$ cat src/rtl/ps2_pkg.sv
// rtl/ps2_pkg.sv - shared types, prefix constants and key table for the PS/2 key decoder
package ps2_pkg;

  typedef enum logic [1:0] {IDLE, DATA, PARITY, STOP} rx_state_t;

  localparam logic [7:0] PS2_E0 = 8'hE0;
  localparam logic [7:0] PS2_F0 = 8'hF0;

  localparam int KEYS_PER_PLAYER = 5;
  localparam int MAX_KEYS        = 10;

  typedef struct packed {
    logic       ext;
    logic [7:0] code;
  } key_code_t;

  // Index = player*5 + {up, down, left, right, reset}
  localparam key_code_t KEY_TABLE [MAX_KEYS] = '{
    '{1'b0, 8'h1D}, '{1'b0, 8'h1B}, '{1'b0, 8'h1C}, '{1'b0, 8'h23}, '{1'b0, 8'h29},
    '{1'b1, 8'h75}, '{1'b1, 8'h72}, '{1'b1, 8'h6B}, '{1'b1, 8'h74}, '{1'b0, 8'h5A}
  };

  function automatic logic frame_good(input logic [7:0] data, input logic par, input logic stop);
    return (^{data, par}) & stop;
  endfunction

endpackage

$ cat src/rtl/ps2_line_filter.sv
// rtl/ps2_line_filter.sv - 2-FF synchroniser, stability filter and falling-edge pulse for one PS/2 line
module ps2_line_filter #(
  parameter int FILT_LEN = 8
) (
  input  logic clk,
  input  logic reset,
  input  logic raw,
  output logic filt,
  output logic fall
);

  localparam int CW = (FILT_LEN > 1) ? $clog2(FILT_LEN) : 1;

  logic [1:0]    sync;
  logic [CW-1:0] cnt;

  // The filtered level only moves after FILT_LEN consecutive samples disagree with it.
  always_ff @(posedge clk) begin
    if (reset) begin
      sync <= 2'b11;
      filt <= 1'b1;
      cnt  <= '0;
      fall <= 1'b0;
    end else begin
      sync <= {sync[0], raw};
      fall <= 1'b0;
      if (sync[1] == filt) begin
        cnt <= '0;
      end else if (cnt == CW'(FILT_LEN - 1)) begin
        filt <= sync[1];
        fall <= filt;
        cnt  <= '0;
      end else begin
        cnt <= cnt + 1'b1;
      end
    end
  end

endmodule

$ cat src/rtl/ps2_key_decoder.sv
// rtl/ps2_key_decoder.sv - PS/2 frame receiver with E0/F0 prefix resolution and per-key held levels
module ps2_key_decoder
  import ps2_pkg::*;
#(
  parameter  int NUM_PLAYERS = 2,
  parameter  int FILT_LEN    = 8,
  parameter  int TIMEOUT_CYC = 200_000,
  localparam int NUM_KEYS    = KEYS_PER_PLAYER * NUM_PLAYERS
) (
  input  logic                clk,
  input  logic                reset,
  input  logic                kclk,
  input  logic                kdata,
  output logic [NUM_KEYS-1:0] key_state,
  output logic                scan_valid,
  output logic [7:0]          scan_code,
  output logic                scan_ext,
  output logic                scan_brk,
  output logic                frame_err
);

  localparam int TW = $clog2(TIMEOUT_CYC + 1);

  logic bit_ev, dat, clk_filt_unused, data_fall_unused;

  ps2_line_filter #(.FILT_LEN(FILT_LEN)) u_clk_filt (
    .clk(clk), .reset(reset), .raw(kclk), .filt(clk_filt_unused), .fall(bit_ev)
  );

  ps2_line_filter #(.FILT_LEN(FILT_LEN)) u_data_filt (
    .clk(clk), .reset(reset), .raw(kdata), .filt(dat), .fall(data_fall_unused)
  );

  rx_state_t           state, state_n;
  logic [2:0]          cnt, cnt_n;
  logic [7:0]          sh, sh_n;
  logic                par, par_n;
  logic                ext, ext_n, brk, brk_n;
  logic [TW-1:0]       tcnt, tcnt_n;
  logic [NUM_KEYS-1:0] key_n;
  logic                scan_valid_n, scan_ext_n, scan_brk_n, frame_err_n;
  logic [7:0]          scan_code_n;

  always_ff @(posedge clk) begin
    if (reset) begin
      state      <= IDLE;
      cnt        <= '0;
      sh         <= '0;
      par        <= 1'b0;
      ext        <= 1'b0;
      brk        <= 1'b0;
      tcnt       <= '0;
      key_state  <= '0;
      scan_valid <= 1'b0;
      scan_code  <= '0;
      scan_ext   <= 1'b0;
      scan_brk   <= 1'b0;
      frame_err  <= 1'b0;
    end else begin
      state      <= state_n;
      cnt        <= cnt_n;
      sh         <= sh_n;
      par        <= par_n;
      ext        <= ext_n;
      brk        <= brk_n;
      tcnt       <= tcnt_n;
      key_state  <= key_n;
      scan_valid <= scan_valid_n;
      scan_code  <= scan_code_n;
      scan_ext   <= scan_ext_n;
      scan_brk   <= scan_brk_n;
      frame_err  <= frame_err_n;
    end
  end

  always_comb begin
    state_n      = state;
    cnt_n        = cnt;
    sh_n         = sh;
    par_n        = par;
    ext_n        = ext;
    brk_n        = brk;
    key_n        = key_state;
    scan_valid_n = 1'b0;
    scan_code_n  = scan_code;
    scan_ext_n   = scan_ext;
    scan_brk_n   = scan_brk;
    frame_err_n  = 1'b0;

    if (state == IDLE || bit_ev)
      tcnt_n = '0;
    else if (tcnt != TW'(TIMEOUT_CYC))
      tcnt_n = tcnt + 1'b1;
    else
      tcnt_n = tcnt;

    case (state)
      IDLE: begin
        if (bit_ev && !dat) begin
          state_n = DATA;
          cnt_n   = '0;
        end
      end
      DATA: begin
        if (bit_ev) begin
          sh_n  = {dat, sh[7:1]};
          cnt_n = cnt + 3'd1;
          if (cnt == 3'd7) state_n = PARITY;
        end
      end
      PARITY: begin
        if (bit_ev) begin
          par_n   = dat;
          state_n = STOP;
        end
      end
      STOP: begin
        if (bit_ev) begin
          state_n = IDLE;
          if (!frame_good(sh, par, dat)) begin
            frame_err_n = 1'b1;
            ext_n       = 1'b0;
            brk_n       = 1'b0;
          end else if (sh == PS2_E0) begin
            ext_n = 1'b1;
          end else if (sh == PS2_F0) begin
            brk_n = 1'b1;
          end else begin
            scan_valid_n = 1'b1;
            scan_code_n  = sh;
            scan_ext_n   = ext;
            scan_brk_n   = brk;
            ext_n        = 1'b0;
            brk_n        = 1'b0;
            for (int k = 0; k < NUM_KEYS; k++) begin
              if (KEY_TABLE[k].ext == ext && KEY_TABLE[k].code == sh)
                key_n[k] = ~brk;
            end
          end
        end
      end
      default: state_n = IDLE;
    endcase

    // A stalled partial frame is abandoned; a bit event in the same cycle wins.
    if (state != IDLE && !bit_ev && tcnt >= TW'(TIMEOUT_CYC - 1)) begin
      state_n     = IDLE;
      frame_err_n = 1'b1;
      ext_n       = 1'b0;
      brk_n       = 1'b0;
    end
  end

endmodule

$ cat config.mk
export PLATFORM = sky130hd
export DESIGN_NAME = ps2_key_decoder
export DESIGN_NICKNAME = d
export VERILOG_FILES = /design/src/rtl/ps2_pkg.sv /design/src/rtl/ps2_line_filter.sv /design/src/rtl/ps2_key_decoder.sv
export SDC_FILE = /design/constraint.sdc
export NUM_CORES = 1
export LEC_CHECK = 0
export ABC_AREA = 0
export BUFFER_PORTS_ARGS = -buffer_cell sky130_fd_sc_hd__clkbuf_2
export CORE_UTILIZATION = 40
export CTS_BUF_LIST = sky130_fd_sc_hd__clkbuf_16
export CTS_CLUSTER_DIAMETER = 30
export DETAILED_ROUTE_END_ITERATION = 7
export GPL_ROUTABILITY_DRIVEN = 0
export PLACE_DENSITY = 0.65
export SLEW_MARGIN = 20
export SYNTH_ARGS = -nofsm -noshare
export SYNTH_HDL_FRONTEND = slang
export SYNTH_SLANG_ARGS = --single-unit
$ cat constraint.sdc
create_clock -name clk -period 4.98 [get_ports clk]
set_clock_uncertainty 0.2 [all_clocks]
set_input_delay 0.249 -clock clk [delete_from_list [all_inputs] [get_ports clk]]
set_output_delay 0.249 -clock clk [all_outputs]
set_load 0.1 [all_outputs]
==> impl_metrics.json <==
{
  "postCtsSetupBuffers": 0,
  "vias": 2693,
  "hold_buffers": 2,
  "syn-cell-area_um2": 3410,
  "total_power_w": 0.00125,
  "start_util": 0.415,
  "synth_fp_nets": 392,
  "hold_depth": 1,
  "ff2ff_setup_slack_ns": 2.42,
  "tightest_slew_ns": 0.897,
  "power.switching_w": 0.000254,
  "drtAntennaViolNets": 0,
  "hold_viol": 0,
  "synth_seq_cells": 69,
  "ys.flop_type": "dfxtp_1",
  "grt_pass1_wl_um": 12100,
  "multi_input_area_um2": 1860,
  "grt_pass1_vias": 2625,
  "crit_path_end_kind": "flip-flop",
  "cts_max_level": 3,
  "root_buffer": "clkbuf_16",
  "antenna_cells": 0,
  "grt_max_degree": 37,
  "finalSetupViolations": 0,
  "startpoint_type": "flip-flop",
  "min_to": "u_data_filt.sync[1]",
  "dp_hpwl_um": 4660,
  "slew_headroom": 0.390,
  "area_growth_syn_to_layout_pct": 13.7,
  "synthArstFlopShare": 0,
  "pwr-share-seq": 0.443,
  "rsz0062_at_grt": "false",
  "antenna_found_initial": 0,
  "routedWlPerCell_um": 13.8,
  "avgViaCountPerCell": 5.40,
  "clock_latency_ns": 0.33,
  "clkPwrFrac": 0.546,
  "crit_path_max_fanout": 11,
  "powerDensity_nw_per_um2": 323,
  "final_cell_area_um2": 3870,
  "drcViolationCount": 0,
  "dr.pass1.iters": 5,
  "fill_cells": 765,
  "crit-reg2reg-launch": "sh[7]",
  "yosysWarnings": 0,
  "seq_area_um2": 1380,
  "irDropWorstVdd_mv": 0.177,
  "min_from": "u_data_filt.sync[0]",
  "cts.sinks": 69,
  "std_cell_rows": 33,
  "avgSynthCellArea_um2": 9.09,
  "ys_types": 61,
  "cap_violations": 0,
  "die_height_um": 94.3,
  "drtIter0Drc": 123,
  "grt_use_total": 0.173,
  "grt-ovfl-total": 0,
  "cp.arrival_ns": 2.61,
  "synth-edff-count": 0,
  "finalSetupTns_ns": 0,
  "cts_buffers": 9,
  "power.leakage_nw": 1.45,
  "p_int_w": 0.000999,
  "fin_crit_sh": 0.514,
  "p_comb_frac": 0.011,
  "clock_path_buffers": 2,
  "synth_cells": 375,
  "num-nets-final": 406,
  "crit_required_ns": 5.04,
  "swShare": 0.203,
  "ctsResizeCount": 0,
  "cp-startpoint": "sh[7]",
  "die_area_um2": 8900,
  "path_clk_slew_ns": 0.06,
  "status": "finished, final reports clean",
  "port-buffer-count": 25,
  "layout-drive-gt1-share": 0.147,
  "routed_wl_um": 6890,
  "r2r_cells": 4,
  "hold_path_class": "flip-flop to flip-flop",
  "min_period_ns": 2.56,
  "path_class": "flip-flop to flip-flop",
  "max_freq_mhz": 391,
  "ioPinCount": 26,
  "dpl_cell_area_um2": 3530,
  "die_x_um": 94.3,
  "cts_tree": "built",
  "ys_seq_area_frac": 0.405,
  "r2r_end": "scan_code[1]",
  "drv_slew": 0,
  "core_area_um2": 8220
}
==> state kept, by name, summed over array words and instances, names as in the netlist <==
signal / cells
key_state: 10
u_data_filt.sync: 2
state: 2
u_clk_filt.fall: 1
brk: 1
u_data_filt.cnt: 3
ext: 1
cnt: 3
par: 1
scan_brk: 1
u_clk_filt.cnt: 3
u_clk_filt.filt: 1
u_clk_filt.sync: 2
scan_code: 8
u_data_filt.filt: 1
scan_valid: 1
frame_err: 1
sh: 8
scan_ext: 1
tcnt: 18
==> Yosys cell counts (all sizes together), types with 4 or more instances <==
cell | number | area share
and2 | 9 | 0.017
nor2b | 4 | 0.0073
nand3 | 17 | 0.026
o31ai | 4 | 0.0088
nor2 | 15 | 0.017
mux2i | 28 | 0.083
a21oi | 20 | 0.029
nor4 | 6 | 0.011
o21ai | 8 | 0.012
or2 | 6 | 0.011
clkbuf | 13 | 0.015
inv | 8 | 0.0088
dfxtp | 69 | 0.41
buf | 11 | 0.025
nand4 | 11 | 0.020
ha | 13 | 0.048
xnor2 | 8 | 0.021
nand2 | 54 | 0.060
or4 | 6 | 0.014
nor3 | 13 | 0.019
nand4b | 4 | 0.010
xor2 | 6 | 0.018
or3 | 7 | 0.013
==> worst max-delay path, cell delays in order (launching register included) <==
cell	delay, ns
dfxtp_1	0.55
xor3_1	0.50
o2111ai_1	0.20
mux2i_2	0.75
mux2i_1	0.28
==> power by group through the flow <==
stage	clock network, W	logic, W	registers (W)
detailed placement	0	0.0000129	0.000567
global route	0.000719	0.0000156	0.000555
global placement	0	0.0000124	0.000567
finish	0.000683	0.0000139	0.000555
CTS	0.000701	0.0000142	0.000555
floorplan	0	0.0000102	0.000567
==> cell families (layout without fill, tap and decap cells) <==
group | after synthesis | after routing | synth area share
compound gates | 44 | 44 | 0.0815
xor+xnor | 17 | 17 | 0.0587
fa+ha+maj | 13 | 13 | 0.0477
buf+inv | 33 | 52 | 0.0495
flops | 69 | 69 | 0.405
mux | 29 | 29 | 0.0866
simple gates | 170 | 170 | 0.271
==> through the flow <==
step           std cells  setup WS, ns   util  hold slack (ns)
2_1_floorplan        375          3.07      -            0.153
3_3_place_gp         481          2.54  0.430            0.194
3_5_place_dp         481          2.46  0.430            0.193
4_1_cts              499          2.42  0.472            0.207
5_1_grt              499          2.29  0.472            0.249
6_report             499          2.42  0.472            0.206
==> layout make-up <==
cell class	instances	area share
Tap cell	105	0.0339
Inverter	9	0.00872
Timing Repair Buffer	27	0.0375
Clock buffer	9	0.0581
Clock inverter	7	0.0255
Multi-Input combinational cell	273	0.480
Sequential cell	69	0.356
==> routing by layer <==
metal | vias up | share of wire | track usage | wire, µm
met5 | - | 0 | 0 | 0
met1 | 1247 | 0.47 | 0.224 | 3250
li1 | 1357 | - | - | -
met4 | 0 | 0.015 | 0.0872 | 100
met3 | 8 | 0.055 | 0.0340 | 378
met2 | 81 | 0.46 | 0.272 | 3170
==> worst max-delay path by stage <==
| stage | end | slack [ns] | cells after the start |
|---|---|---|---|
| 6_report | scan_code[1] | 2.42 | 4 |
| 5_1_grt | scan_brk | 2.29 | 4 |
| 4_1_cts | scan_code[1] | 2.42 | 4 |
| 3_5_place_dp | scan_code[1] | 2.46 | 4 |
| 3_3_place_gp | scan_code[1] | 2.54 | 4 |
| 2_1_floorplan | tcnt[16] | 3.07 | 5 |
==> placed cells by master, fill, tap and decap left out, drive strengths merged, types with 2 or more instances in the layout <==
cell,n
nor4bb,2
o221ai,2
xnor2,8
nand3,17
clkinv,4
o211ai,2
nand2,54
ha,13
nand4,11
mux2i,28
nor2b,4
or3,7
clkbuf,34
bufinv,2
nand4b,4
or4,6
xor2,6
dfxtp,69
inv,9
and2,9
xnor3,2
nor3,13
nor4,6
and3,2
o2111ai,2
nor4b,3
nor2,15
o31ai,4
o21ai,8
dlygate4sd3,2
or2,6
a21oi,20
nor3b,2
No activity file was read; power rests on OpenSTA's default activity.
